### src/rtl/dest_fifo_pair_if.sv
// Router/consumer signal bundle for the dual destination FIFO stage.
// The slave modport is the FIFO side, the master modport is the router/consumer side.
interface dest_fifo_pair_if #(
    parameter int DATA_WIDTH = 6
);
    logic                  push_D0;
    logic                  push_D1;
    logic [DATA_WIDTH-1:0] data_in_D0;
    logic [DATA_WIDTH-1:0] data_in_D1;
    logic                  D0_pop;
    logic                  D1_pop;
    logic [DATA_WIDTH-1:0] data_out_D0;
    logic [DATA_WIDTH-1:0] data_out_D1;
    logic                  valid_out_D0;
    logic                  valid_out_D1;
    logic                  full_D0;
    logic                  full_D1;
    logic                  empty_D0;
    logic                  empty_D1;
    logic                  almost_full_D0;
    logic                  almost_full_D1;
    logic                  almost_empty_D0;
    logic                  almost_empty_D1;
    logic                  pause;
    logic                  error_D0;
    logic                  error_D1;

    // Handshake: a push/pop strobe is consumed on the rising edge it is sampled;
    // valid_out is high for exactly one cycle after each accepted pop.
    modport slave (
        input  push_D0, push_D1, data_in_D0, data_in_D1, D0_pop, D1_pop,
        output data_out_D0, data_out_D1, valid_out_D0, valid_out_D1,
               full_D0, full_D1, empty_D0, empty_D1,
               almost_full_D0, almost_full_D1, almost_empty_D0, almost_empty_D1,
               pause, error_D0, error_D1
    );

    modport master (
        output push_D0, push_D1, data_in_D0, data_in_D1, D0_pop, D1_pop,
        input  data_out_D0, data_out_D1, valid_out_D0, valid_out_D1,
               full_D0, full_D1, empty_D0, empty_D1,
               almost_full_D0, almost_full_D1, almost_empty_D0, almost_empty_D1,
               pause, error_D0, error_D1
    );
endinterface

### src/rtl/dest_fifo_pair.sv
// Two independent destination FIFOs (D0, D1) with registered pop data,
// occupancy/threshold flags, router backpressure and sticky protocol errors.
module dest_fifo_pair #(
    parameter int DATA_WIDTH = 6,
    parameter int ADDR_WIDTH = 2,
    parameter int AF_THRESH  = 3,
    parameter int AE_THRESH  = 1
) (
    input  logic                    clk,
    input  logic                    reset,
    dest_fifo_pair_if.slave         bus
);
    localparam int DEPTH = 1 << ADDR_WIDTH;
    localparam logic [ADDR_WIDTH:0] CNT_FULL = (ADDR_WIDTH+1)'(DEPTH);
    localparam logic [ADDR_WIDTH:0] CNT_AF   = (ADDR_WIDTH+1)'(AF_THRESH);
    localparam logic [ADDR_WIDTH:0] CNT_AE   = (ADDR_WIDTH+1)'(AE_THRESH);
    localparam logic [ADDR_WIDTH:0] CNT_ONE  = (ADDR_WIDTH+1)'(1);
    localparam logic [ADDR_WIDTH-1:0] PTR_ONE = ADDR_WIDTH'(1);

    logic [1:0]            w_push;
    logic [1:0]            w_pop;
    logic [DATA_WIDTH-1:0] w_din [2];

    assign w_push   = {bus.push_D1, bus.push_D0};
    assign w_pop    = {bus.D1_pop, bus.D0_pop};
    assign w_din[0] = bus.data_in_D0;
    assign w_din[1] = bus.data_in_D1;

    for (genvar ch = 0; ch < 2; ch++) begin : g_ch
        logic [DATA_WIDTH-1:0] r_mem [DEPTH];
        logic [ADDR_WIDTH-1:0] r_wr_ptr;
        logic [ADDR_WIDTH-1:0] r_rd_ptr;
        logic [ADDR_WIDTH:0]   r_count;
        logic [DATA_WIDTH-1:0] r_data_out;
        logic                  r_valid_out;
        logic                  r_error;
        logic                  w_full;
        logic                  w_empty;
        logic                  w_af;
        logic                  w_ae;
        logic                  w_pop_acc;
        logic                  w_push_acc;
        logic                  w_err_evt;

        assign w_full     = (r_count == CNT_FULL);
        assign w_empty    = (r_count == '0);
        assign w_af       = (r_count >= CNT_AF);
        assign w_ae       = (r_count <= CNT_AE);
        assign w_pop_acc  = w_pop[ch] && !w_empty;
        // A pop frees a slot in the same edge, so a full FIFO can still take a push.
        assign w_push_acc = w_push[ch] && (!w_full || w_pop_acc);
        assign w_err_evt  = (w_pop[ch] && w_empty) || (w_push[ch] && !w_push_acc);

        // Storage is not reset: stale contents are unreachable once the pointers clear.
        always_ff @(posedge clk) begin
            if (w_push_acc) begin
                r_mem[r_wr_ptr] <= w_din[ch];
            end
        end

        always_ff @(posedge clk or posedge reset) begin
            if (reset) begin
                r_wr_ptr    <= '0;
                r_rd_ptr    <= '0;
                r_count     <= '0;
                r_data_out  <= '0;
                r_valid_out <= 1'b0;
                r_error     <= 1'b0;
            end else begin
                r_valid_out <= w_pop_acc;
                if (w_pop_acc) begin
                    r_data_out <= r_mem[r_rd_ptr];
                    r_rd_ptr   <= r_rd_ptr + PTR_ONE;
                end
                if (w_push_acc) begin
                    r_wr_ptr <= r_wr_ptr + PTR_ONE;
                end
                if (w_push_acc && !w_pop_acc) begin
                    r_count <= r_count + CNT_ONE;
                end else if (w_pop_acc && !w_push_acc) begin
                    r_count <= r_count - CNT_ONE;
                end
                if (w_err_evt) begin
                    r_error <= 1'b1;
                end
            end
        end
    end

    assign bus.data_out_D0     = g_ch[0].r_data_out;
    assign bus.data_out_D1     = g_ch[1].r_data_out;
    assign bus.valid_out_D0    = g_ch[0].r_valid_out;
    assign bus.valid_out_D1    = g_ch[1].r_valid_out;
    assign bus.full_D0         = g_ch[0].w_full;
    assign bus.full_D1         = g_ch[1].w_full;
    assign bus.empty_D0        = g_ch[0].w_empty;
    assign bus.empty_D1        = g_ch[1].w_empty;
    assign bus.almost_full_D0  = g_ch[0].w_af;
    assign bus.almost_full_D1  = g_ch[1].w_af;
    assign bus.almost_empty_D0 = g_ch[0].w_ae;
    assign bus.almost_empty_D1 = g_ch[1].w_ae;
    assign bus.pause           = g_ch[0].w_af | g_ch[1].w_af;
    assign bus.error_D0        = g_ch[0].r_error;
    assign bus.error_D1        = g_ch[1].r_error;
endmodule

### src/flat_wrapper.sv
// flat-port wrapper written by rule: the top's interface ports become plain ports
module dest_fifo_pair_flat 
#(
    parameter int DATA_WIDTH = 6,
    parameter int ADDR_WIDTH = 2,
    parameter int AF_THRESH  = 3,
    parameter int AE_THRESH  = 1
)
  (clk, reset, bus_push_D0, bus_push_D1, bus_data_in_D0, bus_data_in_D1, bus_D0_pop, bus_D1_pop, bus_data_out_D0, bus_data_out_D1, bus_valid_out_D0, bus_valid_out_D1, bus_full_D0, bus_full_D1, bus_empty_D0, bus_empty_D1, bus_almost_full_D0, bus_almost_full_D1, bus_almost_empty_D0, bus_almost_empty_D1, bus_pause, bus_error_D0, bus_error_D1);
  dest_fifo_pair_if #(.DATA_WIDTH(DATA_WIDTH)) bus_i ();
  input  logic clk;
  input  logic reset;
  input wire logic [$bits(bus_i.push_D0)-1:0] bus_push_D0;
  input wire logic [$bits(bus_i.push_D1)-1:0] bus_push_D1;
  input wire logic [$bits(bus_i.data_in_D0)-1:0] bus_data_in_D0;
  input wire logic [$bits(bus_i.data_in_D1)-1:0] bus_data_in_D1;
  input wire logic [$bits(bus_i.D0_pop)-1:0] bus_D0_pop;
  input wire logic [$bits(bus_i.D1_pop)-1:0] bus_D1_pop;
  output wire logic [$bits(bus_i.data_out_D0)-1:0] bus_data_out_D0;
  output wire logic [$bits(bus_i.data_out_D1)-1:0] bus_data_out_D1;
  output wire logic [$bits(bus_i.valid_out_D0)-1:0] bus_valid_out_D0;
  output wire logic [$bits(bus_i.valid_out_D1)-1:0] bus_valid_out_D1;
  output wire logic [$bits(bus_i.full_D0)-1:0] bus_full_D0;
  output wire logic [$bits(bus_i.full_D1)-1:0] bus_full_D1;
  output wire logic [$bits(bus_i.empty_D0)-1:0] bus_empty_D0;
  output wire logic [$bits(bus_i.empty_D1)-1:0] bus_empty_D1;
  output wire logic [$bits(bus_i.almost_full_D0)-1:0] bus_almost_full_D0;
  output wire logic [$bits(bus_i.almost_full_D1)-1:0] bus_almost_full_D1;
  output wire logic [$bits(bus_i.almost_empty_D0)-1:0] bus_almost_empty_D0;
  output wire logic [$bits(bus_i.almost_empty_D1)-1:0] bus_almost_empty_D1;
  output wire logic [$bits(bus_i.pause)-1:0] bus_pause;
  output wire logic [$bits(bus_i.error_D0)-1:0] bus_error_D0;
  output wire logic [$bits(bus_i.error_D1)-1:0] bus_error_D1;
  assign bus_i.push_D0 = bus_push_D0;
  assign bus_i.push_D1 = bus_push_D1;
  assign bus_i.data_in_D0 = bus_data_in_D0;
  assign bus_i.data_in_D1 = bus_data_in_D1;
  assign bus_i.D0_pop = bus_D0_pop;
  assign bus_i.D1_pop = bus_D1_pop;
  assign bus_data_out_D0 = bus_i.data_out_D0;
  assign bus_data_out_D1 = bus_i.data_out_D1;
  assign bus_valid_out_D0 = bus_i.valid_out_D0;
  assign bus_valid_out_D1 = bus_i.valid_out_D1;
  assign bus_full_D0 = bus_i.full_D0;
  assign bus_full_D1 = bus_i.full_D1;
  assign bus_empty_D0 = bus_i.empty_D0;
  assign bus_empty_D1 = bus_i.empty_D1;
  assign bus_almost_full_D0 = bus_i.almost_full_D0;
  assign bus_almost_full_D1 = bus_i.almost_full_D1;
  assign bus_almost_empty_D0 = bus_i.almost_empty_D0;
  assign bus_almost_empty_D1 = bus_i.almost_empty_D1;
  assign bus_pause = bus_i.pause;
  assign bus_error_D0 = bus_i.error_D0;
  assign bus_error_D1 = bus_i.error_D1;
  dest_fifo_pair #(.DATA_WIDTH(DATA_WIDTH), .ADDR_WIDTH(ADDR_WIDTH), .AF_THRESH(AF_THRESH), .AE_THRESH(AE_THRESH)) u_core (.clk(clk), .reset(reset), .bus(bus_i));
endmodule
### config.mk
export PLATFORM = sky130hd
export DESIGN_NAME = dest_fifo_pair_flat
export DESIGN_NICKNAME = d
export VERILOG_FILES = /design/src/rtl/dest_fifo_pair_if.sv /design/src/rtl/dest_fifo_pair.sv /design/src/flat_wrapper.sv
export SDC_FILE = /design/constraint.sdc
export NUM_CORES = 1
export LEC_CHECK = 0
export BUFFER_PORTS_ARGS = -buffer_cell sky130_fd_sc_hd__buf_2
export CAP_MARGIN = 5
export CORE_MARGIN = 10
export CORE_UTILIZATION = 55
export CTS_BUF_LIST = sky130_fd_sc_hd__clkbuf_8
export DETAILED_ROUTE_END_ITERATION = 12
export PLACE_DENSITY = 0.76
export SLEW_MARGIN = 20
export SYNTH_ARGS = -nofsm -noshare
export SYNTH_HDL_FRONTEND = slang
export SYNTH_SLANG_ARGS = --single-unit
### constraint.sdc
create_clock -name clk -period 3.6 [get_ports clk]
set_input_delay 0.36 -clock clk [delete_from_list [all_inputs] [get_ports clk]]
set_output_delay 0.36 -clock clk [all_outputs]
set_load 0.1 [all_outputs]
==> metrics <==
DR vias=1726; Mapped Nets=246; Worst-path clk slew=0.08 ns; final slew viol count=0; unrepaired setup endpoints after global routing=false; max cap viols=0; vias per inst=5.14; Slowest Stage Delay on Critical Path=0.42 ns; FP Rows=28; Total Routing Usage GR=0.117; final setup TNS=0 ns; final core utilization=0.642; Post-CTS Resized=0; register bit count reported by yosys=78; Final Setup Violations=0; core area=0.00589 mm2; first-pass GRT wire length=8.91 mm; post-synth cell types=24; Synth area leader=edfxtp_1; Post-synth top cells=edfxtp_1, dfrtp_1, ha_1, inv_1, mux2_2; # diodes=0; crit path max fanout=4; Total Die Area=0.00957 mm2; Synth Instances=208; port bufs=42; Slew HR=0.670; I/O pin total=43; CTS tree=built; Initial Util=0.566; run status=finished, final reports clean; number of global-route vias before repair=1862; Clock Skew=0.0122 ns; final hold vios=0; post-route ant nets=0; Crit path required time=3.24 ns; Post-synth EDFFs=48; fmax=442 MHz; largest net degree at the start of global routing=31; crit end category=primary output; Final min period=2.26 ns; count of hold-fix buffers inserted at cts=0; share of cells above drive strength 1=0.333; grt ovf=0; sequential area share after synthesis=0.658; routed wire length=5.46 mm; initial DRC count=67; die width=97.9 um; Top cell by count, worst path=ha_1; DR pass1 iterations=4; H-tree lvl count=3; Die Y=97.9 um; Clock Tree Root=clkbuf_8; Hold WC Path Type=input pin to asynchronous set/reset pin; worst skew pair latency=0.34 ns; Area growth syn-to-layout=13.4%; CTS sink cnt=78; CP Launch Type=flip-flop; DRC=0; Worst-Margin Slew=0.498 ns; Critical-path top delay cell=dfrtp_1; count leader, synth=edfxtp_1; Total Nets Final=294; CTS buffer count=9; buffer levels on the longest clock path=2; synth warn=0; HPWL Detailed=3.87 mm; Synth top area share=0.432; placer congestion estimate=0.737; Worst EP arrival=1.90 ns; Post-synth ARST share=0.385; fill count=456; Avg Cell Area, Syn=16.0 um2; synth top area cells=edfxtp_1, dfrtp_1, mux4_2, ha_1, mux2_2; Synth Flop Type=edfxtp_1; initial antenna violation count=0; setup bufs post-CTS=0; WL/cell=16.3 um; crit path kind=flip-flop to primary output; Tcrit/Tclk final=0.629; Critical Path, Cell by Cell=ha_1 > ha_1 > nor2_1 > o21ai_1 > or2_2 > buf_2; Post-Syn Area=0.00333 mm2
==> layout by cell type (no fill, tap or decap), drive strengths merged <==
cell type / count
edfxtp: 48
buf: 43
dfrtp: 30
inv: 20
ha: 20
mux2: 14
mux4: 12
clkbuf: 10
o21ai: 10
xnor2: 8
nor2: 8
and2: 8
nand2: 6
a21oi: 4
clkinv: 4
nand2b: 2
o21a: 2
nand3: 2
nor2b: 2
nand3b: 2
a21o: 2
xor2: 2
or2: 1
clkinvlp: 1
==> stage by stage <==
step                      instances  setup slack, ns  area [um2]  hold WS (ns)
after global placement          320             1.74        3600         0.439
after CTS                       336             1.31        3780         0.106
after global routing            336             1.22        3780         0.129
final                           336             1.34        3780        0.0941
after detailed placement        320             1.67        3600         0.443
after floorplan                 208            0.743        3330         0.451
==> layout make-up <==
class,count,area (um2),share of cell area
timing repair buffer,43,218,0.0576
multi-input combinational,105,1030,0.272
tap,75,93.8,0.0248
inverter,19,71.3,0.0189
clock inverter,6,38.8,0.0103
clock buffer,10,138,0.0364
sequential,78,2190,0.580
==> path summary, 6_finish.rpt <==
path	cells past startpoint	end	slack (ns)	from
worst max-delay path	6	bus_pause	1.34	u_core.g_ch[0].r_count[0]
worst min-delay path	3	u_core.bus.data_out_D1[1]	0.09	reset
worst max register to register	7	u_core.g_ch[1].r_count[2]	1.68	u_core.g_ch[1].r_count[0]
worst min register to register	1	u_core.bus.error_D0	0.46	u_core.bus.error_D0
max in group asynchronous	3	u_core.g_ch[1].r_rd_ptr[1]	3.20	reset
min in group clk	1	u_core.g_ch[1].r_mem[3][5]	0.24	bus_data_in_D1[5]
==> critical path, delay by kind of cell (launching register included) <==
family,cells,cell delay (ns)
and+or+nand+nor,2,0.37
DFF,1,0.42
adders and majority gates,2,0.41
AOI/OAI and AO/OA,1,0.07
buffers and inverters,1,0.29
==> registers in the layout, summed over array words and instances, names as in the netlist <==
signal	cells
u_core.bus.error_D0	1
u_core.g_ch.r_wr_ptr	4
u_core.g_ch.r_mem	48
u_core.g_ch.r_rd_ptr	4
u_core.bus.error_D1	1
u_core.bus.data_out_D0	6
u_core.bus.valid_out_D0	1
u_core.bus.data_out_D1	6
u_core.g_ch.r_count	6
u_core.bus.valid_out_D1	1
==> metal layers <==
layer / share of wire / vias to the layer above / wire length (um) / global-route usage
met1: 0.44 / 844 / 2420 / 0.136
met3: 0.048 / 7 / 260 / 0.0317
met5: 0 / - / 0 / 0
met4: 0.020 / 0 / 111 / 0.0761
met2: 0.49 / 34 / 2670 / 0.188
li1: - / 841 / - / -
==> logic make-up after synthesis <==
family	count (synthesis)	synth area share
AOI/OAI and AO/OA	18	0.0300
xor gates and xnor gates	10	0.0263
adders and majority gates	20	0.0751
buffers and inverters	25	0.0334
DFF	78	0.658
muxes	26	0.128
and+or+nand+nor	31	0.0492
Power is left out: the tool's default activity adds up to more than one toggle a clock period on the data nets, which glitch-free logic cannot reach.
